[src/rtl/bp_pkg.sv]
// Shared types and constants for the BTB/BHT branch predictor.
//   pd_type_t   : branch-resolution update type
//   btb_entry_t : one BTB entry (valid, tag, target, 2-bit direction counter)
//   ctr_train   : saturating 2-bit counter step
package bp_pkg;

    localparam int unsigned PC_W      = 32;
    localparam int unsigned CTR_W     = 2;
    // Widest tag a 32-bit PC can produce; narrower tags are zero-extended
    // so the unused upper flops hold constant zero.
    localparam int unsigned TAG_MAX_W = 30;

    typedef enum logic [1:0] {
        NONE     = 2'b00,
        COND     = 2'b01,
        DIRECT   = 2'b10,
        INDIRECT = 2'b11
    } pd_type_t;

    localparam logic [CTR_W-1:0] CTR_SN = 2'b00;
    localparam logic [CTR_W-1:0] CTR_WT = 2'b10;
    localparam logic [CTR_W-1:0] CTR_ST = 2'b11;

    typedef struct packed {
        logic                 valid;
        logic [TAG_MAX_W-1:0] tag;
        logic [PC_W-1:0]      target;
        logic [CTR_W-1:0]     ctr;
    } btb_entry_t;

    // Saturating counter: step up on taken, down on not taken.
    function automatic logic [CTR_W-1:0] ctr_train(input logic [CTR_W-1:0] ctr,
                                                   input logic             taken);
        logic [CTR_W-1:0] res;
        res = ctr;
        if (taken) begin
            if (ctr != CTR_ST) res = ctr + CTR_W'(1);
        end else begin
            if (ctr != CTR_SN) res = ctr - CTR_W'(1);
        end
        return res;
    endfunction

endpackage

[src/rtl/bp_btb.sv]
// BTB storage: flop array with two lookup read ports, one read port feeding
// the training read-modify-write, and one write port. Reads are asynchronous
// and see the pre-write contents during the write cycle. Only valid bits reset.
//   clk, rstn           : clock, async active-low reset
//   rd_idx_a_i/_b_i     : lookup indices;  rd_entry_a_c_o/_b_c_o : entries
//   rd_idx_u_i          : training index;  rd_entry_u_c_o       : entry
//   we_i, wr_idx_i, wr_entry_i : write port
module bp_btb
    import bp_pkg::*;
#(
    parameter int unsigned IDX_W = 6
) (
    input  logic             clk,
    input  logic             rstn,
    input  logic [IDX_W-1:0] rd_idx_a_i,
    output btb_entry_t       rd_entry_a_c_o,
    input  logic [IDX_W-1:0] rd_idx_b_i,
    output btb_entry_t       rd_entry_b_c_o,
    input  logic [IDX_W-1:0] rd_idx_u_i,
    output btb_entry_t       rd_entry_u_c_o,
    input  logic             we_i,
    input  logic [IDX_W-1:0] wr_idx_i,
    input  btb_entry_t       wr_entry_i
);

    localparam int unsigned DEPTH = 1 << IDX_W;

    logic [DEPTH-1:0]     valid_q;
    logic [TAG_MAX_W-1:0] tag_q    [DEPTH];
    logic [PC_W-1:0]      target_q [DEPTH];
    logic [CTR_W-1:0]     ctr_q    [DEPTH];

    // Valid bits: the only reset state in the table.
    always_ff @(posedge clk or negedge rstn) begin
        if (!rstn) begin
            valid_q <= '0;
        end else if (we_i) begin
            valid_q[wr_idx_i] <= wr_entry_i.valid;
        end
    end

    // Payload: no reset, qualified by valid.
    always_ff @(posedge clk) begin
        if (we_i) begin
            tag_q[wr_idx_i]    <= wr_entry_i.tag;
            target_q[wr_idx_i] <= wr_entry_i.target;
            ctr_q[wr_idx_i]    <= wr_entry_i.ctr;
        end
    end

    assign rd_entry_a_c_o = {valid_q[rd_idx_a_i], tag_q[rd_idx_a_i],
                             target_q[rd_idx_a_i], ctr_q[rd_idx_a_i]};
    assign rd_entry_b_c_o = {valid_q[rd_idx_b_i], tag_q[rd_idx_b_i],
                             target_q[rd_idx_b_i], ctr_q[rd_idx_b_i]};
    assign rd_entry_u_c_o = {valid_q[rd_idx_u_i], tag_q[rd_idx_u_i],
                             target_q[rd_idx_u_i], ctr_q[rd_idx_u_i]};

endmodule

[src/rtl/branch_predictor.sv]
// Dual-slot BTB/BHT direction and target predictor.
// Looks up fetch-slot PCs A and B, registers a taken bit and next PC per slot
// (1-cycle latency), and trains from the single EX branch-resolution update.
//   clk, rstn                 : clock, async active-low reset
//   IF_valid/IF_stall/IF_flush: fetch control
//   IF_pc_a, IF_pc_b          : slot PCs (B = A+4)
//   IF_br_pd_a/_b, IF_pc_pd_a/_b : registered taken bits / predicted next PCs
//   IF_cut_b                  : slot B on wrong path (mirrors IF_br_pd_a)
//   IF_pd_valid               : prediction outputs meaningful
//   EX_upd_*                  : resolution update (type, pc, taken, target)
module branch_predictor
    import bp_pkg::*;
#(
    parameter int unsigned IDX_W = 6,
    parameter int unsigned TAG_W = 10
) (
    input  logic        clk,
    input  logic        rstn,
    input  logic        IF_valid,
    input  logic        IF_stall,
    input  logic        IF_flush,
    input  logic [31:0] IF_pc_a,
    input  logic [31:0] IF_pc_b,
    output logic        IF_br_pd_a,
    output logic        IF_br_pd_b,
    output logic [31:0] IF_pc_pd_a,
    output logic [31:0] IF_pc_pd_b,
    output logic        IF_cut_b,
    output logic        IF_pd_valid,
    input  logic        EX_upd_valid,
    input  logic [1:0]  EX_upd_type,
    input  logic [31:0] EX_upd_pc,
    input  logic        EX_upd_jump,
    input  logic [31:0] EX_upd_target
);

    localparam int unsigned IDX_LO = 2;
    localparam int unsigned IDX_HI = IDX_W + 1;
    localparam int unsigned TAG_LO = IDX_W + 2;
    localparam int unsigned TAG_HI = IDX_W + TAG_W + 1;

    // ---------------- index / tag extraction ----------------
    logic [IDX_W-1:0]     idx_a, idx_b, idx_u;
    logic [TAG_MAX_W-1:0] tag_a, tag_b, tag_u;

    assign idx_a = IF_pc_a[IDX_HI:IDX_LO];
    assign idx_b = IF_pc_b[IDX_HI:IDX_LO];
    assign idx_u = EX_upd_pc[IDX_HI:IDX_LO];
    assign tag_a = TAG_MAX_W'(IF_pc_a[TAG_HI:TAG_LO]);
    assign tag_b = TAG_MAX_W'(IF_pc_b[TAG_HI:TAG_LO]);
    assign tag_u = TAG_MAX_W'(EX_upd_pc[TAG_HI:TAG_LO]);

    // Bits of the update PC outside index/tag are irrelevant to training.
    logic unused_upd_pc;
    assign unused_upd_pc = ^EX_upd_pc;

    // ---------------- table ----------------
    btb_entry_t rd_a, rd_b, rd_u, wr_entry;
    logic       we;

    bp_btb #(
        .IDX_W(IDX_W)
    ) u_btb (
        .clk            (clk),
        .rstn           (rstn),
        .rd_idx_a_i     (idx_a),
        .rd_entry_a_c_o (rd_a),
        .rd_idx_b_i     (idx_b),
        .rd_entry_b_c_o (rd_b),
        .rd_idx_u_i     (idx_u),
        .rd_entry_u_c_o (rd_u),
        .we_i           (we),
        .wr_idx_i       (idx_u),
        .wr_entry_i     (wr_entry)
    );

    // ---------------- lookup (pre-update state) ----------------
    logic        taken_a, taken_b;
    logic [31:0] npc_a, npc_b;

    always_comb begin
        taken_a = rd_a.valid && (rd_a.tag == tag_a) && rd_a.ctr[1];
        taken_b = rd_b.valid && (rd_b.tag == tag_b) && rd_b.ctr[1];
        npc_a   = taken_a ? rd_a.target : IF_pc_a + 32'd4;
        npc_b   = taken_b ? rd_b.target : IF_pc_b + 32'd4;
    end

    // ---------------- training ----------------
    pd_type_t upd_type;
    logic     upd_en, hit_u;

    assign upd_type = pd_type_t'(EX_upd_type);
    assign upd_en   = EX_upd_valid && (upd_type != NONE);
    assign hit_u    = rd_u.valid && (rd_u.tag == tag_u);

    // Read-modify-write of the update entry; a miss allocates only if taken.
    always_comb begin
        we             = 1'b0;
        wr_entry       = rd_u;
        wr_entry.valid = 1'b1;
        wr_entry.tag   = tag_u;
        if (upd_en) begin
            if (hit_u) begin
                unique case (upd_type)
                    COND: begin
                        we           = 1'b1;
                        wr_entry.ctr = ctr_train(rd_u.ctr, EX_upd_jump);
                        if (EX_upd_jump) wr_entry.target = EX_upd_target;
                    end
                    DIRECT, INDIRECT: begin
                        we              = 1'b1;
                        wr_entry.ctr    = CTR_ST;
                        wr_entry.target = EX_upd_target;
                    end
                    default: we = 1'b0;
                endcase
            end else if (EX_upd_jump) begin
                we              = 1'b1;
                wr_entry.target = EX_upd_target;
                wr_entry.ctr    = (upd_type == COND) ? CTR_WT : CTR_ST;
            end
        end
    end

    // ---------------- output registers ----------------
    logic        pd_valid_d, pd_valid_q;
    logic        br_pd_a_d,  br_pd_a_q;
    logic        br_pd_b_d,  br_pd_b_q;
    logic [31:0] pc_pd_a_d,  pc_pd_a_q;
    logic [31:0] pc_pd_b_d,  pc_pd_b_q;

    // Flush beats stall; flush leaves the predicted PCs untouched.
    always_comb begin
        pd_valid_d = pd_valid_q;
        br_pd_a_d  = br_pd_a_q;
        br_pd_b_d  = br_pd_b_q;
        pc_pd_a_d  = pc_pd_a_q;
        pc_pd_b_d  = pc_pd_b_q;
        if (IF_flush) begin
            pd_valid_d = 1'b0;
            br_pd_a_d  = 1'b0;
            br_pd_b_d  = 1'b0;
        end else if (!IF_stall) begin
            pd_valid_d = IF_valid;
            br_pd_a_d  = IF_valid && taken_a;
            br_pd_b_d  = IF_valid && taken_b;
            pc_pd_a_d  = npc_a;
            pc_pd_b_d  = npc_b;
        end
    end

    always_ff @(posedge clk or negedge rstn) begin
        if (!rstn) begin
            pd_valid_q <= 1'b0;
            br_pd_a_q  <= 1'b0;
            br_pd_b_q  <= 1'b0;
            pc_pd_a_q  <= '0;
            pc_pd_b_q  <= '0;
        end else begin
            pd_valid_q <= pd_valid_d;
            br_pd_a_q  <= br_pd_a_d;
            br_pd_b_q  <= br_pd_b_d;
            pc_pd_a_q  <= pc_pd_a_d;
            pc_pd_b_q  <= pc_pd_b_d;
        end
    end

    assign IF_pd_valid = pd_valid_q;
    assign IF_br_pd_a  = br_pd_a_q;
    assign IF_br_pd_b  = br_pd_b_q;
    assign IF_pc_pd_a  = pc_pd_a_q;
    assign IF_pc_pd_b  = pc_pd_b_q;
    // Taken in slot A redirects fetch, so slot B is on the wrong path.
    assign IF_cut_b    = br_pd_a_q;

endmodule
[config.mk]
export PLATFORM = sky130hd
export DESIGN_NAME = branch_predictor
export DESIGN_NICKNAME = d
export VERILOG_FILES = /design/src/rtl/bp_pkg.sv /design/src/rtl/bp_btb.sv /design/src/rtl/branch_predictor.sv
export SDC_FILE = /design/constraint.sdc
export NUM_CORES = 2
export LEC_CHECK = 0
export BUFFER_PORTS_ARGS = -buffer_cell sky130_fd_sc_hd__buf_2
export CAP_MARGIN = 20
export CORE_MARGIN = 2
export CORE_UTILIZATION = 52
export CTS_CLUSTER_DIAMETER = 150
export DETAILED_ROUTE_END_ITERATION = 16
export PLACE_DENSITY = 0.65
export SYNTH_ARGS = -nofsm -noshare
export SYNTH_HDL_FRONTEND = slang
export SYNTH_SLANG_ARGS = --single-unit
[constraint.sdc]
create_clock -name clk -period 8.9 [get_ports clk]
set_input_delay 1.78 -clock clk [delete_from_list [all_inputs] [get_ports clk]]
set_output_delay 1.78 -clock clk [all_outputs]
set_load 0.02 [all_outputs]
Yosys cells after proc, flatten, opt, wreduce, memory -nomap -nowiden
Memories as Yosys holds them, arrays and structs flattened.
Cells that the tools add are included.

storage, ports and cells
  input port bits = 137
  register bits = 131
  bits in writable memories = 2,816
  memories = 3

operators by class
  bitwise logic cells = 3
  reductions and logical operators = 15
  mux-type cells = 31
  $add $sub $neg = 4
  $lt $le $gt $ge = 4
  equal/unequal tests = 12

memory list
  name            words  width  read ports  clocked after Yosys merged registers in  write ports  RTL line      RTL
  u_btb.target_q  64     32     2           0                                        1            bp_btb.sv:30  logic [PC_W-1:0] target_q [DEPTH];
  u_btb.tag_q     64     10     3           0                                        1            bp_btb.sv:29  logic [TAG_MAX_W-1:0] tag_q [DEPTH];
  u_btb.ctr_q     64     2      3           0                                        1            bp_btb.sv:31  logic [CTR_W-1:0] ctr_q [DEPTH];

operator list
  operator                                                                              count
  34-bit 2-to-1 mux                                                                     3
  32-bit 2-to-1 mux                                                                     3
  30-bit by 10-bit == test with 1-bit output                                            3
  34-bit one-hot mux with 2 select lines                                                1
  32-bit by 3-bit adder with 32-bit output (second input constant)                      2
  64-bit OR                                                                             1
  6-bit by 7-bit less-than comparator with 1-bit output (second input constant)         3
  1-bit binary-select mux with 6-bit select                                             3
  1-bit 2-to-1 mux                                                                      17
  1-bit logical AND                                                                     9
  4-bit != test (second input constant)                                                 2
  1-bit demux with 6-bit select                                                         1
  6-bit by 1-bit greater-or-equal comparator with 1-bit output (second input constant)  1
  2-bit 2-to-1 mux                                                                      3
  5-bit AND reduction                                                                   1
  2-bit == test (second input constant)                                                 2
  2-bit nonzero test                                                                    2
  3-bit != test (second input constant)                                                 1
  3-bit OR reduction                                                                    1
  2-bit by 1-bit adder with 2-bit output (second input constant)                        1
  2-bit by 1-bit == test with 1-bit output (second input constant)                      1
  2-bit by 1-bit != test with 1-bit output (second input constant)                      1
  2-bit != test (second input constant)                                                 1
  1-bit inverter                                                                        2
  other kinds (4)                                                                       4

Logic depth before layout (Yosys ltp)
  depth in word-level cells = 8
  mapped depth = 18
  depth with buffers taken out = 10

By module
Synthesis repeated with hierarchy kept, for this count alone.

unflattened totals
  cell total of the unflattened synthesis = 12,095
  area, all modules = 225,999.3 µm²

modules (own cells, without submodules)
  module            cells an instance  area an instance (µm²)  times used
  bp_btb            11,264             219,839.6               1
  branch_predictor  831                6,159.7                 1

Least setup slack after synthesis
OpenSTA, ideal clock, no wires.

  path type = in2reg
  start point = in EX_upd_pc[2]
  end point = mem u_btb.ctr_q[0][1] (data pin)
  cell stages on the path = 15
  library setup time = 0.569 ns
  slack = 1.708 ns
  arrival time = 6.623 ns
  required time = 8.331 ns
  cell sequence = buf_6 > buf_6 > buf_4 > buf_2 > mux2_2 > a222oi_1 > o21ai_0 > a211oi_1 > nand4_1 > xor2_1 > nor4_1 > nand3_2 > a21oi_4 > clkbuf_2 > a2bb2oi_1

RTL lines
  element          RTL line                RTL
  start, declared  branch_predictor.sv:32  input logic [31:0] EX_upd_pc,
  end, declared    bp_btb.sv:31

==> results.json <==
{
  "synth_compound_area_share_pct": 3.561,
  "final_cell_mix": "edfxtp_1 (2,816), mux4_2 (1,739), clkbuf_16 (326)",
  "final_cells": 11336,
  "gp_congestion": 1.049,
  "synth_top_family_by_area": "multiplexers",
  "place_ws_ns": 1.327,
  "hold_slack_ns": 0.4790,
  "synthMuxAreaShare_pct": 29.59,
  "synthFlopType": "edfxtp_1",
  "die_x_um": 527.9,
  "cp.arrival_ns": 7.72,
  "final_max_slew_viol_count": 0,
  "vias_per_cell": 7.712,
  "critical_path_depth": 13,
  "syn_area_um2": 142700,
  "clk_latency_ns": 0.95,
  "wl_per_cell_um": 45.18,
  "fp.dieArea_um2": 278700,
  "dpl_cell_area_um2": 150500,
  "wirelength_um": 512100,
  "core_region_area_um2": 273400,
  "slew_headroom_pct": 15.51,
  "grt_max_degree": 109,
  "crit_chain": "buf_6 -> and2_1 -> a22oi_1 -> and3_1 -> a211oi_1 -> nand4_1 -> xor2_1 -> nor4_1 -> nand3_2 -> a21oi_4 -> buf_12 -> a2bb2oi_4 -> buf_4",
  "max_cap_viol_count": 0,
  "synthSimpleGateAreaFrac_pct": 2.773,
  "synth-xor-area-share_pct": 0.5031,
  "critPathMaxStageDelay_ns": 1.08,
  "yosysWarningCount": 0,
  "clock_sinks": 2947,
  "synthAdderAreaFrac_pct": 0.02454,
  "grt_pass1_wl_um": 699700,
  "layout-drive-gt1-share_pct": 39.69,
  "fin_skew_ns": 0.07866,
  "reg2reg_slack_ns": 3.45,
  "grt_pass1_vias": 85482,
  "path_class": "input port to flip-flop",
  "cts-htree-levels": 5,
  "synth-edff-count": 2816,
  "cts_root_buffer": "clkbuf_16",
  "hold_buffers": 0,
  "syn-mean-instance-area_um2": 19.89,
  "track_usage_pct": 36.69,
  "synth_seq_cells": 2947,
  "tightest_slew_ns": 1.262,
  "start_kind": "input port",
  "peakVddDrop_uv": 164.1,
  "drtIter0Drc": 15511,
  "drt_pass1_iterations": 10,
  "clk_pin_slew_worst_paths_ns": 0.06,
  "fin_area_um2": 160600,
  "die_h_um": 527.9,
  "fin_crit_sh_pct": 78.19,
  "layout_setup_ws_ns": 1.942,
  "required_ns": 9.66,
  "fin_setup_tns_ns": 0,
  "vias": 87419,
  "syn_inst": 7175,
  "run_status": "finished, final reports clean",
  "num_io_pins": 205,
  "hold_viol": 0,
  "antenna_left": 0,
  "cpLargestDelayFamily": "simple AND/OR/NAND/NOR gates",
  "path_max_fanout": 107,
  "clock.fmax_ghz": 0.1437,
  "rows": 192,
  "setup_viol": 0,
  "ys_types": 79,
  "hp-class": "flip-flop to flip-flop",
  "cts_setup_buffers": 0,
  "start_util_pct": 52.21,
  "synthArstFlopShare_pct": 4.445,
  "p_per_area_nw_per_um2": 193.1,
  "post_cts_resized": 0,
  "final_common_cell": "edfxtp_1",
  "cts_tree": "built",
  "critPathSlowestCell": "and2_1",
  "power_mw": 31.01,
  "rsz0062_at_grt": "no",
  "post-route-util_pct": 58.75,
  "leakagePower_nw": 45.64,
  "hold_depth": 2,
  "syn_nets": 7314,
  "worstSetupEndpointType": "flip-flop",
  "grt_overflow_total": 0,
  "critical_path_buf_inv_count": 3,
  "placed_cells": 10733,
  "clockBufferDepth": 4,
  "numCtsBuffers": 317,
  "final_nets": 7603,
  "fin_crit_ns": 6.959,
  "rr_worst_depth": 11,
  "ys_seq_area_share_pct": 61.54,
  "syn_to_final_growth_pct": 12.52,
  "drc": 0,
  "numPortBuffers": 188,
  "antenna_found_initial": 58,
  "dp_hpwl_um": 319300
}
-- cell families (layout without fill, tap and decap cells) --
logic type                 after synthesis  count (layout)
AOI/OAI and AO/OA                      704             704
xor gates and xnor gates                82              82
adders and majority gates                3               3
buffers and inverters                  656            1199
DFF                                   2947            2947
muxes                                 2038            2038
other                                    0              29
and+or+nand+nor                        745             745
-- Yosys cell counts (all sizes together), types with 14 or more instances --
master	instances	area (um^2)
a21oi	100	511.8
a221oi	72	630.6
a22o	14	123.9
a22oi	137	1028
a31o	65	569.3
a31oi	20	125.1
and2	40	250.2
and3	81	506.7
and4	69	604.3
buf	272	1420
clkbuf	365	1373
dfrtp	131	3278
edfxtp	2816	84560
inv	14	52.55
mux2	69	777.0
mux2i	230	2302
mux4	1739	39170
nand2	232	870.8
nand2b	15	93.84
nand3	97	490.5
nand4	28	175.2
nor2	91	341.6
nor2b	18	112.6
nor3	26	130.1
o211ai	26	195.2
o21ai	101	505.5
o221ai	29	254.0
o22ai	44	275.3
xnor2	50	437.9
xor2	32	280.3
-- registers in the layout, summed over array words and instances (netlist names), 32 cells and up --
| register | cells |
|---|---|
| IF_pc_pd_b | 32 |
| u_btb.ctr_q | 128 |
| IF_pc_pd_a | 32 |
| u_btb.target_q | 2048 |
| u_btb.tag_q | 640 |
| u_btb.valid_q | 64 |
-- area by class of cell --
cell class | count | area (um^2)
Fill cell | 19826 | 112800
Sequential cell | 2947 | 87840
Multi-Input combinational cell | 3572 | 52380
Clock buffer | 397 | 8474
Timing Repair Buffer | 607 | 5747
Tap cell | 3589 | 4491
Clock inverter | 176 | 1514
Inverter | 19 | 91.34
Antenna cell | 29 | 72.57
-- worst reg2reg max path, cell delays in order, from the launching register on --
cell	delay, ns
edfxtp_1	0.42
mux4_2	0.51
mux2i_1	0.69
o22ai_1	0.21
a2111oi_0	0.78
a31oi_1	0.25
nor4b_4	0.35
nand3_2	0.21
a21oi_4	0.24
buf_12	0.46
a2bb2oi_4	0.79
buf_4	0.38
-- power breakdown --
group	switching, mW	internal (mW)
clock network	5.64	7.35
logic	1.71	0.944
registers	0.0958	15.3
-- routing by layer --
metal  wire [um]  global-route usage, %  share of wire, %  vias up
li1            -                      -                 -    32171
met4       32100                  18.81               6.3       47
met3       69970                  11.89                14     1462
met1      181400                  49.73                35    46635
met2      228100                  53.54                45     7104
met5         629                 0.7100              0.12        -
-- path summary, 6_finish.rpt --
path                                      end         startpoint
max                        u_btb.ctr_q[36][1]       EX_upd_pc[4]
min                            IF_pc_pd_a[25]     IF_pc_pd_a[25]
max reg2reg                u_btb.ctr_q[36][1]  u_btb.tag_q[4][0]
min reg2reg                    IF_pc_pd_a[25]     IF_pc_pd_a[25]
max in group asynchronous      IF_pc_pd_a[26]               rstn
min in group asynchronous       IF_pc_pd_b[7]               rstn
Power figures use the tool's default switching activity.
